## config.mk

```make
export PLATFORM = sky130hd
export DESIGN_NAME = fetch_unit
export DESIGN_NICKNAME = d
export VERILOG_FILES = /design/src/rtl/fetch_unit.sv
export SDC_FILE = /design/constraint.sdc
export NUM_CORES = 1
export LEC_CHECK = 0
export ABC_AREA = 1
export CAP_MARGIN = 20
export CORE_UTILIZATION = 51
export CTS_CLUSTER_DIAMETER = 60
export DETAILED_ROUTE_END_ITERATION = 8
export PLACE_DENSITY_LB_ADDON = 0.25
export SETUP_SLACK_MARGIN = 0.4
export SLEW_MARGIN = 0
export SYNTH_ARGS = -nofsm -noshare
export SYNTH_HDL_FRONTEND = slang
export SYNTH_SLANG_ARGS = --single-unit
export TNS_END_PERCENT = 30
```

## constraint.sdc

```tcl
create_clock -name clk -period 6.3 [get_ports clk]
set_clock_uncertainty 0.2 [all_clocks]
set_input_delay 0.63 -clock clk [delete_from_list [all_inputs] [get_ports clk]]
set_output_delay 0.63 -clock clk [all_outputs]
set_load 0.02 [all_outputs]
```

## src/rtl/fetch_unit.sv

```systemverilog
// Instruction-fetch and program-counter sequencer.
// Fetches one instruction word at a time from instruction memory, presents it
// to the decoder, and on acceptance computes the next PC from the decoder's
// PC control fields, the ALU branch result and the RS register value.
// A STOP or a misaligned register-jump target parks the core in HALT until reset.
//
// Optional feature: define FETCH_INSTRET_EN to build the retired-instruction
// counter on instret; otherwise instret is tied to zero.
module fetch_unit #(
   parameter logic [31:0] RESET_PC = 32'h0000_0000
) (
   input  logic        clk,
   input  logic        rst,
   // instruction memory
   output logic        imem_req,
   output logic [31:0] imem_addr,
   input  logic        imem_ready,
   input  logic [31:0] imem_rdata,
   // decoder interface
   output logic [31:0] ins,
   output logic        ins_valid,
   input  logic        ins_accept,
   input  logic [1:0]  pc_inc,
   input  logic        pc_jump,
   input  logic        branch_taken,
   input  logic [31:0] reg_data,
   // status
   output logic [31:0] pc,
   output logic [31:0] pc_plus4,
   output logic        halted,
   output logic        fault,
   output logic [31:0] instret
);

   typedef enum logic [1:0] {
      StFetch,
      StIssue,
      StHalt
   } state_e;

   localparam logic [1:0] PcStop   = 2'b00;
   localparam logic [1:0] PcNormal = 2'b01;
   localparam logic [1:0] PcBranch = 2'b10;
   localparam logic [1:0] PcJump   = 2'b11;

   state_e      state_q, state_d;
   logic [31:0] pc_q, pc_d;
   logic [31:0] ins_q, ins_d;
   logic        halted_q, halted_d;
   logic        fault_q, fault_d;

   logic [31:0] pc_plus4_w;
   logic [31:0] branch_target;
   logic [31:0] jump_target;
   logic        reg_misaligned;

   assign pc_plus4_w = pc_q + 32'd4;
   // Word offset from the 16-bit immediate, relative to pc+4.
   assign branch_target = pc_plus4_w + {{14{ins_q[15]}}, ins_q[15:0], 2'b00};
   // Region-relative absolute jump: keep the top nibble of pc+4.
   assign jump_target = {pc_plus4_w[31:28], ins_q[25:0], 2'b00};
   assign reg_misaligned = (reg_data[1:0] != 2'b00);

   // Next-state logic: fetch handshake, PC selection on accept, halt/fault capture.
   always_comb begin
      state_d  = state_q;
      pc_d     = pc_q;
      ins_d    = ins_q;
      halted_d = halted_q;
      fault_d  = fault_q;
      unique case (state_q)
         StFetch: begin
            if (imem_ready) begin
               ins_d   = imem_rdata;
               state_d = StIssue;
            end
         end
         StIssue: begin
            if (ins_accept) begin
               unique case (pc_inc)
                  PcNormal: begin
                     pc_d    = pc_plus4_w;
                     state_d = StFetch;
                  end
                  PcBranch: begin
                     pc_d    = branch_taken ? branch_target : pc_plus4_w;
                     state_d = StFetch;
                  end
                  PcJump: begin
                     if (!pc_jump) begin
                        pc_d    = jump_target;
                        state_d = StFetch;
                     end else if (!reg_misaligned) begin
                        pc_d    = reg_data;
                        state_d = StFetch;
                     end else begin
                        // Leave pc on the offending instruction for post-mortem.
                        fault_d  = 1'b1;
                        halted_d = 1'b1;
                        state_d  = StHalt;
                     end
                  end
                  PcStop: begin
                     halted_d = 1'b1;
                     state_d  = StHalt;
                  end
                  default: begin
                     state_d = StHalt;
                  end
               endcase
            end
         end
         StHalt: begin
            state_d = StHalt;
         end
         default: begin
            state_d = StHalt;
         end
      endcase
   end

   // Architectural state registers with synchronous reset.
   always_ff @(posedge clk) begin
      if (rst) begin
         state_q  <= StFetch;
         pc_q     <= RESET_PC;
         ins_q    <= 32'h0;
         halted_q <= 1'b0;
         fault_q  <= 1'b0;
      end else begin
         state_q  <= state_d;
         pc_q     <= pc_d;
         ins_q    <= ins_d;
         halted_q <= halted_d;
         fault_q  <= fault_d;
      end
   end

`ifdef FETCH_INSTRET_EN
   logic [31:0] instret_q, instret_d;
   logic        retire;

   // A STOP retires; a faulting register jump does not.
   assign retire = (state_q == StIssue) && ins_accept &&
                   !((pc_inc == PcJump) && pc_jump && reg_misaligned);

   // Retired-instruction counter, wraps at 2^32.
   always_comb begin
      instret_d = instret_q;
      if (retire) begin
         instret_d = instret_q + 32'd1;
      end
   end

   // Counter register.
   always_ff @(posedge clk) begin
      if (rst) begin
         instret_q <= 32'h0;
      end else begin
         instret_q <= instret_d;
      end
   end

   assign instret = instret_q;
`else
   assign instret = 32'h0;
`endif

   assign imem_req  = (state_q == StFetch);
   assign imem_addr = pc_q;
   assign ins       = ins_q;
   assign ins_valid = (state_q == StIssue);
   assign pc        = pc_q;
   assign pc_plus4  = pc_plus4_w;
   assign halted    = halted_q;
   assign fault     = fault_q;

endmodule

```

==> run_results.csv, run 1 <==
group,metric,value,unit
worst_setup_path,critical_path.most_common_cell,"nand2_1",
run_status,outcome,"complete, no violations",
sta,worst_slew_pin_slew,1.104,ns
place,gp_congestion,0.9765,
worst_setup_path,path_cells,"nand2_1, nor2_2, inv_2, nor3_1, nand2_1, xor2_1, inv_1, ha_1, nand2_1, nor2_1, nand2_1, nor4_1, nand2_1, nand2_1, nand2_1, nand2_1, nand2_1, nand2_1, a21oi_1",
cts,cts_buffer_depth,2,
floorplan,fp-row-count,41,
power,p_leak,4.180,nW
sta,min_period_over_period,59.52,%
cts,tritoncts,"done",
place,port_buffers,203,
finish,layout.nets,1387,
finish,num_antenna_cells,0,
place,dp_slack,2.696,ns
sta,fin_tns_setup,0,ns
worst_setup_path,critPathSlowestCell,"dfxtp_1",
cts,cts_setup_buffers,0,
global_routing,grt.total_usage,34.89,%
worst_setup_path,endpoint_kind,"register",
worst_setup_path,cp-start-kind,"register",
floorplan,die_height,117.8,um
global_routing,grt_pass1_vias,7391,
drt,drc,0,
floorplan,fp.coreArea,12820,um^2
finish,final_layout_size_suffix_gt1_share,4.766,%
synth,synthArstFlopShare,0,%
cts,ctsResizeCount,0,
hold_path,holdPathStages,2,
synth,synth_most_common_cell,"nand2_1",
drt,totalWireLength,24400,um
hold_path,min_from,"fault",
cts,clkLatencyLatePin,0.35,ns
synth,synthCells,1121,
drt,drt_iter0_drc,901,
place,dp_hpwl,18790,um
cts,ctsHoldBuffers,0,
synth,synth_edf_count,0,
worst_setup_path,cp_top_family,"simple AND/OR/NAND/NOR gates",
worst_setup_path,crit_required,6.33,ns
cts,cts_made_buffers,9,
synth,synth.area.top_cells,"dfxtp_1 (20%), nand2_1 (14%), nor2_1 (8.0%)",
synth,postSynthAreaPerCell,6.095,um^2
global_routing,antenna_found_initial,0,
drt,ant_nets,0,
global_routing,grt_first_pass_wirelength,38240,um
synth,netlist_area,6833,um^2
global_routing,grt_max_degree,63,
worst_setup_path,r2r_slack,2.55,ns
worst_setup_path,reg2reg_to,"imem_addr[29]",
hold_path,hp-class,"reg2reg",
cts,clkTransAtPathRegs,0.06,ns
synth,seq_area_frac_synth,19.92,%
finish,syn_to_final_growth,31.02,%
worst_setup_path,cpPeakStageDelay,0.52,ns
synth,synth_ff_type,"dfxtp_1",
sta,finalHoldViolCount,0,
floorplan,pin_count,236,
sta,max_slew_margin,26.34,%
run,cap_viol_max_count,0,
synth,yosys-top-cells-count,"nand2_1 (246), nor2_1 (146), inv_1 (140), o21ai_0 (85), a21oi_1 (74)",
floorplan,dieArea,13870,um^2
worst_setup_path,cp_max_fo,6,
sta,rsz0062_at_grt,"no",
worst_setup_path,cp_num_buf_inv,2,
global_routing,grt_use_met2,54.52,%
cts,clkSinkCount,68,
worst_setup_path,crit_type,"reg2reg",
global_routing,grtUsageMet1,46.83,%
synth,ys_seq_elements,68,
drt,wl_per_cell,16.80,um
global_routing,grt_overflow,0,
drt,avgViaCountPerCell,5.525,
synth,ys_types,46,
cts,root_buffer,"clkbuf_16",
global_routing,grtUsageMet3,5.717,%
drt,dr.pass1.iters,5,
synth,synth_area_leader_cell,"dfxtp_1",
worst_setup_path,arrival,3.78,ns
sta,setup_ws,2.551,ns
power,vdd_ir_drop_max,0.0001909,V
hold_path,hold_end,"fault",
worst_setup_path,rr_worst_depth,19,
sta,post-route-min-period,3.750,ns
synth,synth.top_cell.area_share,19.92,%
global_routing,busiest_layer,"met2",
sta,fmax,0.2667,GHz
floorplan,fp.dieW,117.8,um
drt,num_vias,8022,
cts,htree_levels,3,
floorplan,start_util,53.28,%
sta,final_max_slew_viol_count,0,
sta,setup_viol,0,
worst_setup_path,r2r_start,"imem_addr[11]",
power,power_density,201.5,nW/um^2
synth,yosysWarnings,0,
[layout by cell type, fill, tap and decap left out, types with 5 or more instances in the layout]
| cell type | instances |
|---|---|
| dfxtp_1 | 68 |
| conb_1 | 32 |
| nor2_4 | 5 |
| o211ai_1 | 9 |
| nand3_1 | 59 |
| clkbuf_16 | 9 |
| o21ai_1 | 10 |
| o21bai_1 | 7 |
| nor2_2 | 6 |
| a31oi_1 | 10 |
| xnor2_1 | 5 |
| a221oi_1 | 11 |
| nor2_1 | 144 |
| nand2_1 | 246 |
| a21oi_1 | 74 |
| xor2_1 | 14 |
| inv_1 | 140 |
| a22oi_1 | 14 |
| clkdlybuf4s50_1 | 203 |
| o21ai_0 | 85 |
| inv_2 | 5 |
| nor3_1 | 10 |
| ha_1 | 39 |
| buf_4 | 7 |
| nand4_1 | 14 |
[logic make-up (layout without fill, tap and decap cells)]
| logic type | after synthesis | count (layout) | synth area share (%) |
|---|---|---|---|
| AO/OA/AOI/OAI | 231 | 231 | 19.28 |
| XOR/XNOR | 24 | 24 | 3.626 |
| other | 1 | 32 | 0.05488 |
| flip-flops | 68 | 68 | 19.92 |
| adder cells (fa/ha/maj) | 40 | 40 | 7.435 |
| buffers and inverters | 246 | 374 | 17.21 |
| AND/OR/NAND/NOR | 511 | 511 | 32.47 |
[worst register-to-register path: stages, from the launching register on]
cell	delay (ns)
dfxtp_1	0.52
nand2_1	0.14
nor2_2	0.19
inv_2	0.06
nor3_1	0.32
nand2_1	0.15
xor2_1	0.27
inv_1	0.13
ha_1	0.39
nand2_1	0.17
nor2_1	0.17
nand2_1	0.11
nor4_1	0.22
nand2_1	0.13
nand2_1	0.08
nand2_1	0.04
nand2_1	0.11
nand2_1	0.07
nand2_1	0.09
a21oi_1	0.07
[flip-flops by register name, indices dropped and copies added, names as in the netlist]
signal     count
state_q        2
ins           32
imem_addr     32
halted         1
fault          1
[worst max path at each step]
stage / from / end / slack, ns / cells past startpoint
floorplan: imem_addr[2] / imem_addr[27] / 3.05 / 19
global placement: imem_addr[14] / imem_addr[29] / 2.75 / 17
detailed placement: pc_inc[0] / imem_addr[12] / 2.70 / 9
CTS: imem_addr[14] / imem_addr[29] / 2.62 / 17
global route: imem_addr[14] / imem_addr[29] / 2.30 / 17
finish: imem_addr[11] / imem_addr[29] / 2.55 / 19
[routing by layer]
layer  share of wire, %  wire length [um]
met3                 11              2705
met2                 44             10710
met5                  0                 0
met4                3.5               855
met1                 42             10130
[where the power goes]
part / internal (mW) / switching (mW) / leakage (nW)
combinational: 0.280 / 0.412 / 3.47
sequential: 0.476 / 0.0755 / 0.559
clock: 0.357 / 0.202 / 0.153
[metrics by stage]
step                std cells  hold WS (ns)  power, mW  instance area (um^2)  utilization (%)
finish                   1452        0.2849      1.804                  8952            69.80
global placement         1436        0.2588      1.230                  8633            67.32
floorplan                1152        0.3057     0.9625                  6949                -
detailed placement       1436        0.2648      1.236                  8633            67.32
global route             1452        0.3291      1.883                  8952            69.80
CTS                      1452        0.2777      1.791                  8952            69.80
[final cells by class]
type / count / area (um^2)
multi-input combinational: 838 / 4417
timing repair buffer: 210 / 2085
sequential: 68 / 1361
tap: 172 / 215.2
fill: 1153 / 3872
clock buffer: 12 / 246.5
inverter: 148 / 555.5
clock inverter: 4 / 72.57
Power figures use the tool's default switching activity.
==> inputs of run 2 (changes only) <==
CORE_UTILIZATION = 42   (was 51)
clock period = 3.1 ns   (was 6.3 ns; I/O delays follow)
==> run 2 against run 1 <==
Sequential power grew 97%. First-iteration DRC count shrank 27%. Non-clock buffer count grew 135. Critical path depth is the same. Combinational power grew to 2.7 times the previous value. Cell count grew 12%. Clock-buffer cell count shrank 2. Global-route usage shrank 0.12 points. Via count grew 8.5%. Die area grew 21%.
==> run_results.csv, run 2 (synthesis results as in run 1) <==
group,metric,value,unit
power,clock_power_share,27.5,%
power,vdd_ir_drop_max,0.0003286,V
worst_setup_path,cp_max_fo,5,
sta,post-route-min-period,3.029,ns
worst_setup_path,cpPeakStageDelay,0.37,ns
finish,design_area,11060,um^2
power,power_density,367.0,nW/um^2
finish,layout_commonest_cell,"nand2_1",
floorplan,start_util,43.01,%
power,combPwrFrac,45.5,%
finish,final_layout_size_suffix_gt1_share,28.20,%
power,power.total,4.059,mW
place,place_area,9691,um^2
worst_setup_path,critical_path.most_common_cell,"nor2_1",
global_routing,grt.total_usage,34.78,%
cts,cts_buffer_depth,2,
floorplan,dieArea,16780,um^2
power,sw_frac_of_total,39.65,%
drt,dr.pass1.iters,5,
global_routing,grt_overflow,0,
drt,drt_iter0_drc,658,
floorplan,fp.coreArea,15890,um^2
drt,totalWireLength,29060,um
drt,drc,0,
place,dp_slack,-0.2457,ns
sta,finalHoldViolCount,0,
power,p_leak,5.278,nW
drt,ant_nets,0,
power,pwr-share-seq,26.9,%
place,port_buffers,203,
cts,clkLatencyLatePin,0.34,ns
finish,final_cell_count_no_fill,1631,
global_routing,grt_first_pass_wirelength,44330,um
run,cap_viol_max_count,0,
drt,avgViaCountPerCell,5.336,
worst_setup_path,crit_required,3.14,ns
finish,syn_to_final_growth,61.89,%
sta,rsz0062_at_grt,"yes",
floorplan,fp-row-count,46,
cts,htree_levels,3,
worst_setup_path,arrival,3.06,ns
sta,setup_ws,0.07095,ns
finish,fillerInstances,1385,
cts,root_buffer,"clkbuf_16",
place,dpl.cell_count,1578,
power,power.switching,1.610,mW
finish,num_antenna_cells,0,
worst_setup_path,path_cells,"nand2_1, nor2_4, buf_4, nand3_2, nor3_4, buf_6, xor2_4, ha_4, nand2_4, nor2_1, buf_4, a21oi_4, nor2_1, nor2_1, nand2_1, nand2_1, nand3_2, a21oi_2, nor2_1",
sta,min_period_over_period,97.71,%
floorplan,die_height,129.6,um
power,internal_power,2.450,mW
sta,worst_slew_pin_slew,0.7683,ns
place,dp_hpwl,21770,um
floorplan,fp.dieW,129.6,um
finish,layout.nets,1522,
cts,tritoncts,"done",
global_routing,grt_pass1_vias,8152,
worst_setup_path,crit_type,"reg2reg",
worst_setup_path,cp-start-kind,"register",
worst_setup_path,critPathSlowestCell,"dfxtp_4",
cts,cts_made_buffers,9,
sta,setup_viol,0,
global_routing,grt_max_degree,63,
finish,final_cell_mix,"nand2_1 (208), clkdlybuf4s50_1 (180), buf_4 (138)",
sta,final_max_slew_viol_count,0,
worst_setup_path,endpoint_kind,"register",
sta,fmax,0.3301,GHz
hold_path,hp-class,"reg2reg",
global_routing,antenna_found_initial,0,
cts,clkTransAtPathRegs,0.07,ns
drt,num_vias,8703,
run_status,outcome,"complete, no violations",
cts,clkSinkCount,68,
place,gp_congestion,0.9680,
drt,wl_per_cell,17.82,um
floorplan,pin_count,236,
sta,max_slew_margin,48.72,%
[run 2: cell types whose count changed in the layout (fill, tap and decap cells not counted), sizes merged]
cell,previous run,this run
buf,7,151
bufinv,2,1
clkbuf,12,13
clkdlybuf4s50,203,180
clkinv,4,6
dlymetal6s2s,0,11
inv,145,146
[run 2: cell type report]
| class | instances | area, um^2 | area share [%] |
|---|---|---|---|
| Clock buffer | 10 | 250.2 | 2.262 |
| Tap cell | 216 | 270.3 | 2.443 |
| Timing Repair Buffer | 345 | 3139 | 28.38 |
| Inverter | 148 | 555.5 | 5.022 |
| Clock inverter | 6 | 68.82 | 0.6221 |
| Sequential cell | 68 | 1421 | 12.85 |
| Multi-Input combinational cell | 838 | 5356 | 48.42 |
[run 2: metrics by stage]
| step | TNS, ns | util (%) | hold WS, ns |
|---|---|---|---|
| after floorplan | 0 | - | 0.1791 |
| after global placement | -0.9896 | 61.00 | 0.2616 |
| after detailed placement | -0.7671 | 61.00 | 0.2741 |
| after CTS | 0 | 67.80 | 0.2872 |
| after global routing | -0.8224 | 69.64 | 0.3242 |
| final | 0 | 69.64 | 0.2821 |
[run 2: worst paths after layout]
check	from	endpoint	slack, ns	cells after the start
worst min register to register	halted	halted	0.28	2
worst min-delay path	halted	halted	0.28	2
worst max register to register	imem_addr[8]	imem_addr[27]	0.07	19
worst max-delay path	imem_addr[8]	imem_addr[27]	0.07	19
[run 2: timing repair]
item | CTS | global route
endpoints found under the hold margin | 0 | 0
endpoints found under the setup margin | 45 | 50
setup buffers | 31 | 6
hold buffers | 0 | 0
pin swaps | 58 | 30
gates resized for setup | 137 | 93
[run 2: critical path, delay by kind of cell (launching register included)]
family | cells | cell delay (ns)
AND/OR/NAND/NOR | 12 | 1.14
buffers and inverters | 3 | 0.43
flip-flops | 1 | 0.37
AO/OA/AOI/OAI | 2 | 0.30
adder cells (fa/ha/maj) | 1 | 0.26
XOR/XNOR | 1 | 0.20
[run 2: power groups by stage]
stage / Combinational (mW) / Sequential, mW / Clock (mW)
floorplan: 0.800 / 1.20 / 0
global placement: 1.60 / 1.09 / 0
detailed placement: 1.61 / 1.10 / 0
CTS: 1.76 / 1.08 / 1.12
global route: 1.98 / 1.10 / 1.16
finish: 1.85 / 1.09 / 1.12
[run 2: metal layers]
| metal | wire length [um] | track usage [%] | up-vias |
|---|---|---|---|
| met3 | 2654 | 7.803 | 70 |
| li1 | - | - | 4137 |
| met1 | 12160 | 45.22 | 4060 |
| met5 | 0 | 0 | - |
| met2 | 13400 | 56.51 | 436 |
| met4 | 845 | 12.24 | 0 |
